[config.mk]
export PLATFORM = sky130hd
export DESIGN_NAME = aibcr3pnr_dll_rst_seq
export DESIGN_NICKNAME = d
export VERILOG_FILES = /design/src/rtl/aibcr3pnr_dll_rst_seq.sv
export SDC_FILE = /design/constraint.sdc
export NUM_CORES = 1
export LEC_CHECK = 0
export BUFFER_PORTS_ARGS = -buffer_cell sky130_fd_sc_hd__buf_2
export CORE_AREA = 2 2 107 109
export CTS_BUF_LIST = sky130_fd_sc_hd__clkbuf_8
export CTS_CLUSTER_SIZE = 14
export DETAILED_ROUTE_END_ITERATION = 8
export DIE_AREA = 0 0 109 111
export GPL_TIMING_DRIVEN = 0
export PLACE_DENSITY = 0.53
export SYNTH_ARGS = -nofsm -noshare
export SYNTH_HDL_FRONTEND = slang
export SYNTH_SLANG_ARGS = --single-unit
[constraint.sdc]
create_clock -name clk -period 5.4 [get_ports clk]
set_input_delay 0.27 -clock clk [delete_from_list [all_inputs] [get_ports clk]]
set_output_delay 0.27 -clock clk [all_outputs]
set_load 0.03 [all_outputs]
[src/rtl/aibcr3pnr_dll_rst_seq.sv]
// Multi-channel DLL reset sequencer: qualifies, synchronises and holds each channel's
// reset, then releases channels in a staggered order to limit start-up current.
module aibcr3pnr_dll_rst_seq #(
    parameter int unsigned NCH         = 4,
    parameter int unsigned CW          = 8,
    parameter int unsigned SYNC_STAGES = 2,
    parameter int unsigned STAGGER     = 4
) (
    input  logic           clk,
    input  logic           rst_n,
    input  logic           reinit,
    input  logic           entest,
    input  logic [NCH-1:0] ndllrst_in,
    input  logic [NCH-1:0] rb_dll_en,
    input  logic [NCH-1:0] rb_dll_rst_en,
    input  logic [CW-1:0]  rb_hold_cnt,
    input  logic           atpg_en_n,
    input  logic           test_clr_n,
    output logic [NCH-1:0] dll_reset_n,
    output logic           dll_rst_busy
);

    localparam int unsigned SW = $clog2(STAGGER + 1);

    typedef enum logic [1:0] {
        StRst,
        StHold,
        StRel
    } state_e;

    logic [NCH-1:0] en_raw;
    logic [NCH-1:0] clr_n;
    logic [NCH-1:0] tok_ok;
    logic [NCH-1:0] stag_done;
    logic [NCH-1:0] in_hold;
    logic [NCH-1:0] in_rel;
    logic           busy_q;

    always_comb begin
        en_raw = ~{NCH{entest}} & rb_dll_en & ~{NCH{reinit}} & ~(rb_dll_rst_en & ~ndllrst_in);
        clr_n  = atpg_en_n ? ({NCH{rst_n}} & en_raw) : {NCH{test_clr_n}};
    end

    // A disabled predecessor passes the token straight through so the chain cannot deadlock.
    always_comb begin
        tok_ok = '1;
        for (int i = 1; i < NCH; i++) begin
            tok_ok[i] = ~rb_dll_en[i-1] | stag_done[i-1];
        end
    end

    for (genvar g = 0; g < NCH; g++) begin : g_ch
        logic                   ch_clr_n;
        logic [SYNC_STAGES-1:0] sync_q;
        state_e                 state_q, state_d;
        logic [CW-1:0]          cnt_q, cnt_d;
        logic [SW-1:0]          stag_q, stag_d;

        assign ch_clr_n = clr_n[g];

        always_ff @(posedge clk or negedge ch_clr_n) begin
            if (!ch_clr_n) begin
                sync_q  <= '0;
                state_q <= StRst;
                cnt_q   <= '0;
                stag_q  <= '0;
            end else begin
                sync_q  <= {sync_q[SYNC_STAGES-2:0], 1'b1};
                state_q <= state_d;
                cnt_q   <= cnt_d;
                stag_q  <= stag_d;
            end
        end

        always_comb begin
            state_d = state_q;
            cnt_d   = cnt_q;
            stag_d  = stag_q;
            case (state_q)
                StRst: begin
                    if (sync_q[SYNC_STAGES-1]) begin
                        state_d = StHold;
                        cnt_d   = rb_hold_cnt;
                    end
                end
                StHold: begin
                    if (cnt_q != '0) begin
                        cnt_d = cnt_q - CW'(1);
                    end else if (tok_ok[g]) begin
                        state_d = StRel;
                    end
                end
                StRel: begin
                    if (stag_q != SW'(STAGGER)) begin
                        stag_d = stag_q + SW'(1);
                    end
                end
                default: state_d = StRst;
            endcase
        end

        assign in_hold[g]   = (state_q == StHold);
        assign in_rel[g]    = (state_q == StRel);
        assign stag_done[g] = (stag_q == SW'(STAGGER));
    end

    always_ff @(posedge clk or negedge rst_n) begin
        if (!rst_n) begin
            busy_q <= 1'b0;
        end else begin
            busy_q <= |in_hold;
        end
    end

    assign dll_rst_busy = busy_q;
    // Scan mode hands the reset straight to the tester; the FSM keeps running underneath.
    assign dll_reset_n  = atpg_en_n ? in_rel : {NCH{test_clr_n & rst_n}};

endmodule

# After elaboration in Yosys (flattened, before gate mapping)
# Cells that the tools add are included.
[totals]
ff_bits = 58
in_bits = 26
out_inout_bits = 5
word_cells = 125
[classes]
addsub = 7
n_eq_ne = 29
mux = 29
n_bitwise = 20
reduce_logical = 24
[op_table]
columns = ["cell", "count"]
rows = [
  ["8-bit 2-to-1 mux", 8],
  ["8-bit one-hot mux with 2 select lines", 4],
  ["8-bit nonzero test", 4],
  ["8-bit by 1-bit subtractor with 8-bit output, second input constant", 4],
  ["2-bit one-hot mux with 3 select lines", 4],
  ["2-bit 2-to-1 mux", 11],
  ["2-bit != test, second input constant", 11],
  ["4-bit bitwise AND", 5],
  ["4-bit NOT", 4],
  ["3-bit AND reduction", 5],
  ["4-bit AND reduction", 3],
  ["3-bit by 1-bit adder with 3-bit output, second input constant", 3],
  ["3-bit equality test, second input constant", 3],
  ["3-bit != test, second input constant", 3],
  ["2-bit by 1-bit equality test with 1-bit output, second input constant", 4],
  ["2-bit equality test, second input constant", 4],
  ["2-bit logical NOT", 4],
  ["4-bit 2-to-1 mux", 2],
  ["2-bit by 1-bit != test with 1-bit output, second input constant", 4],
  ["2-bit nonzero test", 4],
  ["1-bit NOT", 7],
  ["2-bit AND reduction", 3],
  ["4-bit OR reduction", 1],
  ["1-bit OR", 3],
  ["1-bit bitwise AND", 1],
]

# Logic depth before layout (Yosys ltp)
[depth]
ltp_word = 6
depth_mapped = 7
ltp_nobuf = 7

# Worst setup path after synthesis
# No wires, ideal clock.
[synth_path]
kind = "register to register"
from = "reg g_ch[0].cnt_q[0]"
to = "reg g_ch[0].cnt_q[7]"
setup_time_ns = 0.121
arrival_ns = 1.512
required_ns = 5.279
slack_ns = 3.766
stages_incl_launch_ff = 7
path_buffers = 1
synth_period_minus_slack_ns = 1.634
cell_sequence = "dfrtp_1 > inv_1 > ha_1 > nor4bb_1 > a211o_1 > buf_2 > o22a_1"
[synth_via]
elab_chain_len = 3
word_cells_on_any_way = 6
classes_between = "add/sub (1); eq/ne (1); mux (2); reduce/logical (2)"
[synth_rtl]
columns = ["item", "line_no", "rtl"]
rows = [
  ["start, declared", "56", "logic [CW-1:0] cnt_q, cnt_d;"],
  ["start signal, assigned", "70", "cnt_q <= cnt_d;"],
  ["8-bit by 1-bit subtractor with 8-bit output or 8-bit nonzero test (tied branches)", "88, 87", ""],
  ["8-bit 2-to-1 mux or 2-bit by 1-bit != test with 1-bit output (tied branches)", "--", ""],
  ["8-bit one-hot mux with 2 select lines or 3-bit AND reduction (tied branches)", "--", ""],
]
# Parallel ways exist; a longest one is shown, timed or not. The select of a mux whose other input is x is not followed.
# A chain may end at the register's enable or synchronous reset.

# Worst setup path in the final report
[layout_path]
from = "reg g_ch[1].cnt_q[0]"
to = "reg g_ch[1].cnt_q[7]"
[layout_via]
elab_chain_len = 3
word_cells_on_any_way = 6
classes_between = "add/sub (1); eq/ne (1); mux (2); reduce/logical (2)"
[layout_rtl]
columns = ["item", "line_no"]
rows = [
  ["start, declared", "56"],
  ["start signal, assigned", "70"],
  ["8-bit by 1-bit subtractor with 8-bit output or 8-bit nonzero test (tied branches)", "88, 87"],
  ["8-bit 2-to-1 mux or 2-bit by 1-bit != test with 1-bit output (tied branches)", "--"],
  ["8-bit one-hot mux with 2 select lines or 3-bit AND reduction (tied branches)", "--"],
]
# Parallel ways exist; a longest one is shown, timed or not. The select of a mux whose other input is x is not followed.

==> summary.md <==
| Metric | Value |
|---|---|
| Util after Layout | 0.346 |
| PostCTS Resize Cnt | 0 |
| Pre-Repair DR Iteration Count | 6 |
| Clock root buffer | clkbuf_8 |
| HP Class | in -> async |
| PortBufs | 30 |
| Die area | 12,100 um2 |
| Diode count | 0 |
| Area of the multi-input gates | 1650 um2 |
| Layout cells sized above 1 | 0.152 |
| Outcome | complete, no violations |
| Worst vdd ir | 168 uV |
| Min Tclk post-route | 2.00 ns |
| Largest stage delay on the critical path | 0.65 ns |
| Gp weighted congestion | 0.828 |
| Final hold vios | 0 |
| Clock tree buffer depth | 2 |
| Post-synth top flop | dfrtp_1 |
| Ports | 31 |
| Vias per cell | 5.07 |
| Post-Syn Area | 3220 um2 |
| Routed Wire Length | 8260 um |
| CTS buffer count | 9 |
| Number of fill cells in the layout | 1,139 |
| Worst-Margin Slew | 0.808 ns |
| Worst Setup End Kind | flop |
| CP bufs+invs | 1 |
| Post-synth ARST share | 1.00 |
| Clk slew on worst S/H paths | 0.07 ns |
| NumNets Final | 442 |
| Post-synthesis sequential area ratio | 0.450 |
| Hold WS | 0.113 ns |
| Die Y | 111 um |
| CTS tree | built |
| Area delta synth->final | 18.7% |
| Pleak | 1.65 nW |
| Largest net degree at the start of global routing | 16 |
| Final setup fails | 0 |
| Total power | 1.39 mW |
| Netlist cell types | 45 |
| CP Launch Type | flop |
| Vias | 2,789 |
| Synth Area per Inst | 9.08 um2 |
| Critical Path RT | 5.62 ns |
| Initial antenna violation count | 0 |
| Core ar. | 11,100 um2 |
| Syn. warnings | 0 |
| Antenna Nets Post-Route | 0 |
| PD cells | 362 nW/um2 |
| Final period util | 0.371 |
| CP max-delay cell | a31oi_1 |
| Rows | 39 |
| Fmax | 0.499 GHz |
| Max FO, Critical Path | 8 |
| Post-synth EDFFs | 0 |
| Slew Limit Fails | 0 |
| Type of the worst setup path | reg -> reg |
| DRC Markers | 0 |
| RSZ-0062 raised after global routing | false |
| Iter 0 DRT Violations | 91 |
| Critical Path AT | 2.22 ns |
| Global-route wire length before repair | 14,000 um |
| Initial core utilization | 0.291 |
| Largest delay share family, worst path | compound AO/OA/AOI/OAI gates |
| Vias in the first global route | 2,737 |
| Clk_lat worst skew | 0.34 ns |
| H-tree level count | 3 |
| Clock sinks | 58 |
| Die span in x | 109 um |
| Max-slew headroom | 0.461 |
| GR Util All Layers | 0.149 |
| Overflow after GRT | 0 |
| Seq. cell area | 1450 um2 |
| FF+latch count, synth | 58 |
| HPWL after DPL | 6050 um |
| Synth Instances | 355 |
| Worst-case clock skew | 0.00824 ns |
| Final setup TNS | 0 ns |
| Wire length per cell | 15.0 um |
| Max-cap violation count | 0 |
| Cell Chain, Critical Path | inv_1, ha_1, nor3b_1, a31oi_1, o21ai_0, o2bb2ai_1 |
[tightest hold or removal path, cell delays in order]
cell	delay, ns
buf_2	0.07
o21ai_0	0.07
o21ai_1	0.47
[metrics by stage]
step	worst slack, ns	instance area, um2	std cells
floorplan	3.53	3240	358
global placement	2.38	3560	531
detailed placement	3.47	3590	533
CTS	3.45	3830	550
global route	3.24	3830	550
finish	3.40	3830	550
[report_power, final]
group          internal, mW  switching (mW)  leakage (nW)
combinational         0.155           0.200         0.820
sequential            0.507          0.0868         0.724
clock                 0.263           0.172         0.108
[cells in the mapped netlist (3+ instances only)]
library cell	instances	share of area
nor4_1	5	0.0097
buf_2	4	0.0062
a21oi_1	30	0.047
mux2_2	3	0.010
nor3_1	11	0.017
o211ai_1	3	0.0070
dfrtp_1	58	0.45
nor2_1	34	0.040
inv_1	23	0.027
a32oi_1	4	0.011
xnor2_1	3	0.0082
o21bai_1	4	0.0093
or3_1	3	0.0058
nand2_1	17	0.020
a31oi_1	6	0.012
o2bb2ai_1	6	0.016
ha_1	14	0.054
nor2b_1	12	0.023
nand2b_1	7	0.014
nor3b_1	4	0.0093
a22oi_1	7	0.016
nand3_1	6	0.0093
a21o_1	4	0.0093
o21ai_0	52	0.081
clkbuf_1	7	0.0082
[logic make-up after synthesis]
family                     synth area share
xor gates and xnor gates            0.00815
AOI/OAI and AO/OA                     0.244
other                               0.00116
DFF                                   0.450
adders and majority gates            0.0543
buffers and inverters                0.0435
muxes                                0.0105
and+or+nand+nor                       0.188
[sequential cells by signal (all words and copies together) (netlist names)]
register      flops
dll_rst_busy      1
g_ch.stag_q       9
g_ch.sync_q       8
g_ch.state_q      8
g_ch.cnt_q       32
[cells in the final DEF, fill, tap and decap left out, types with 11 or more instances in the layout]
| cell | synthesis | routed |
|---|---|---|
| inv_1 | 23 | 23 |
| nand2_1 | 17 | 17 |
| dfrtp_1 | 58 | 58 |
| buf_2 | 4 | 34 |
| clkbuf_8 | 0 | 13 |
| nor3_1 | 11 | 11 |
| a21oi_1 | 30 | 30 |
| o21ai_0 | 52 | 48 |
| nor2b_1 | 12 | 12 |
| ha_1 | 14 | 14 |
| nor2_1 | 34 | 34 |
[per-layer routing]
metal	GRT usage	wire [um]	up-vias
met5	0	0	-
met4	0.0385	73	0
met3	0.0359	354	7
met2	0.238	3930	58
met1	0.201	3900	1341
li1	-	-	1383
[final cells by class]
cell class	instances	share of cell area
flip-flops and latches	58	0.379
inverters	23	0.0225
plain buffers	12	0.0141
clock inverters	3	0.0118
well taps	143	0.0467
clock buffers	13	0.0467
repair buffers	33	0.0477
multi-input cells	265	0.431
[final timing paths]
| check | from | end | slack (ns) | cells after the start |
|---|---|---|---|---|
| min | ndllrst_in[3] | g_ch[3].cnt_q[4] | 0.11 | 3 |
| min in group clk | rb_dll_en[2] | g_ch[3].state_q[0] | 0.23 | 3 |
| max | g_ch[1].cnt_q[0] | g_ch[1].cnt_q[7] | 3.40 | 6 |
| max reg2reg | g_ch[1].cnt_q[0] | g_ch[1].cnt_q[7] | 3.40 | 6 |
| min reg2reg | g_ch[2].sync_q[0] | g_ch[2].sync_q[1] | 0.35 | 0 |
| max in group asynchronous | rst_n | g_ch[2].cnt_q[6] | 3.87 | 4 |
[repair_timing]
action                    4_1_cts  5_1_grt
hold endpoints to repair        1        0
setup buffers                   0        0
hold buffers                    1        0
No activity file was read; power rests on OpenSTA's default activity.
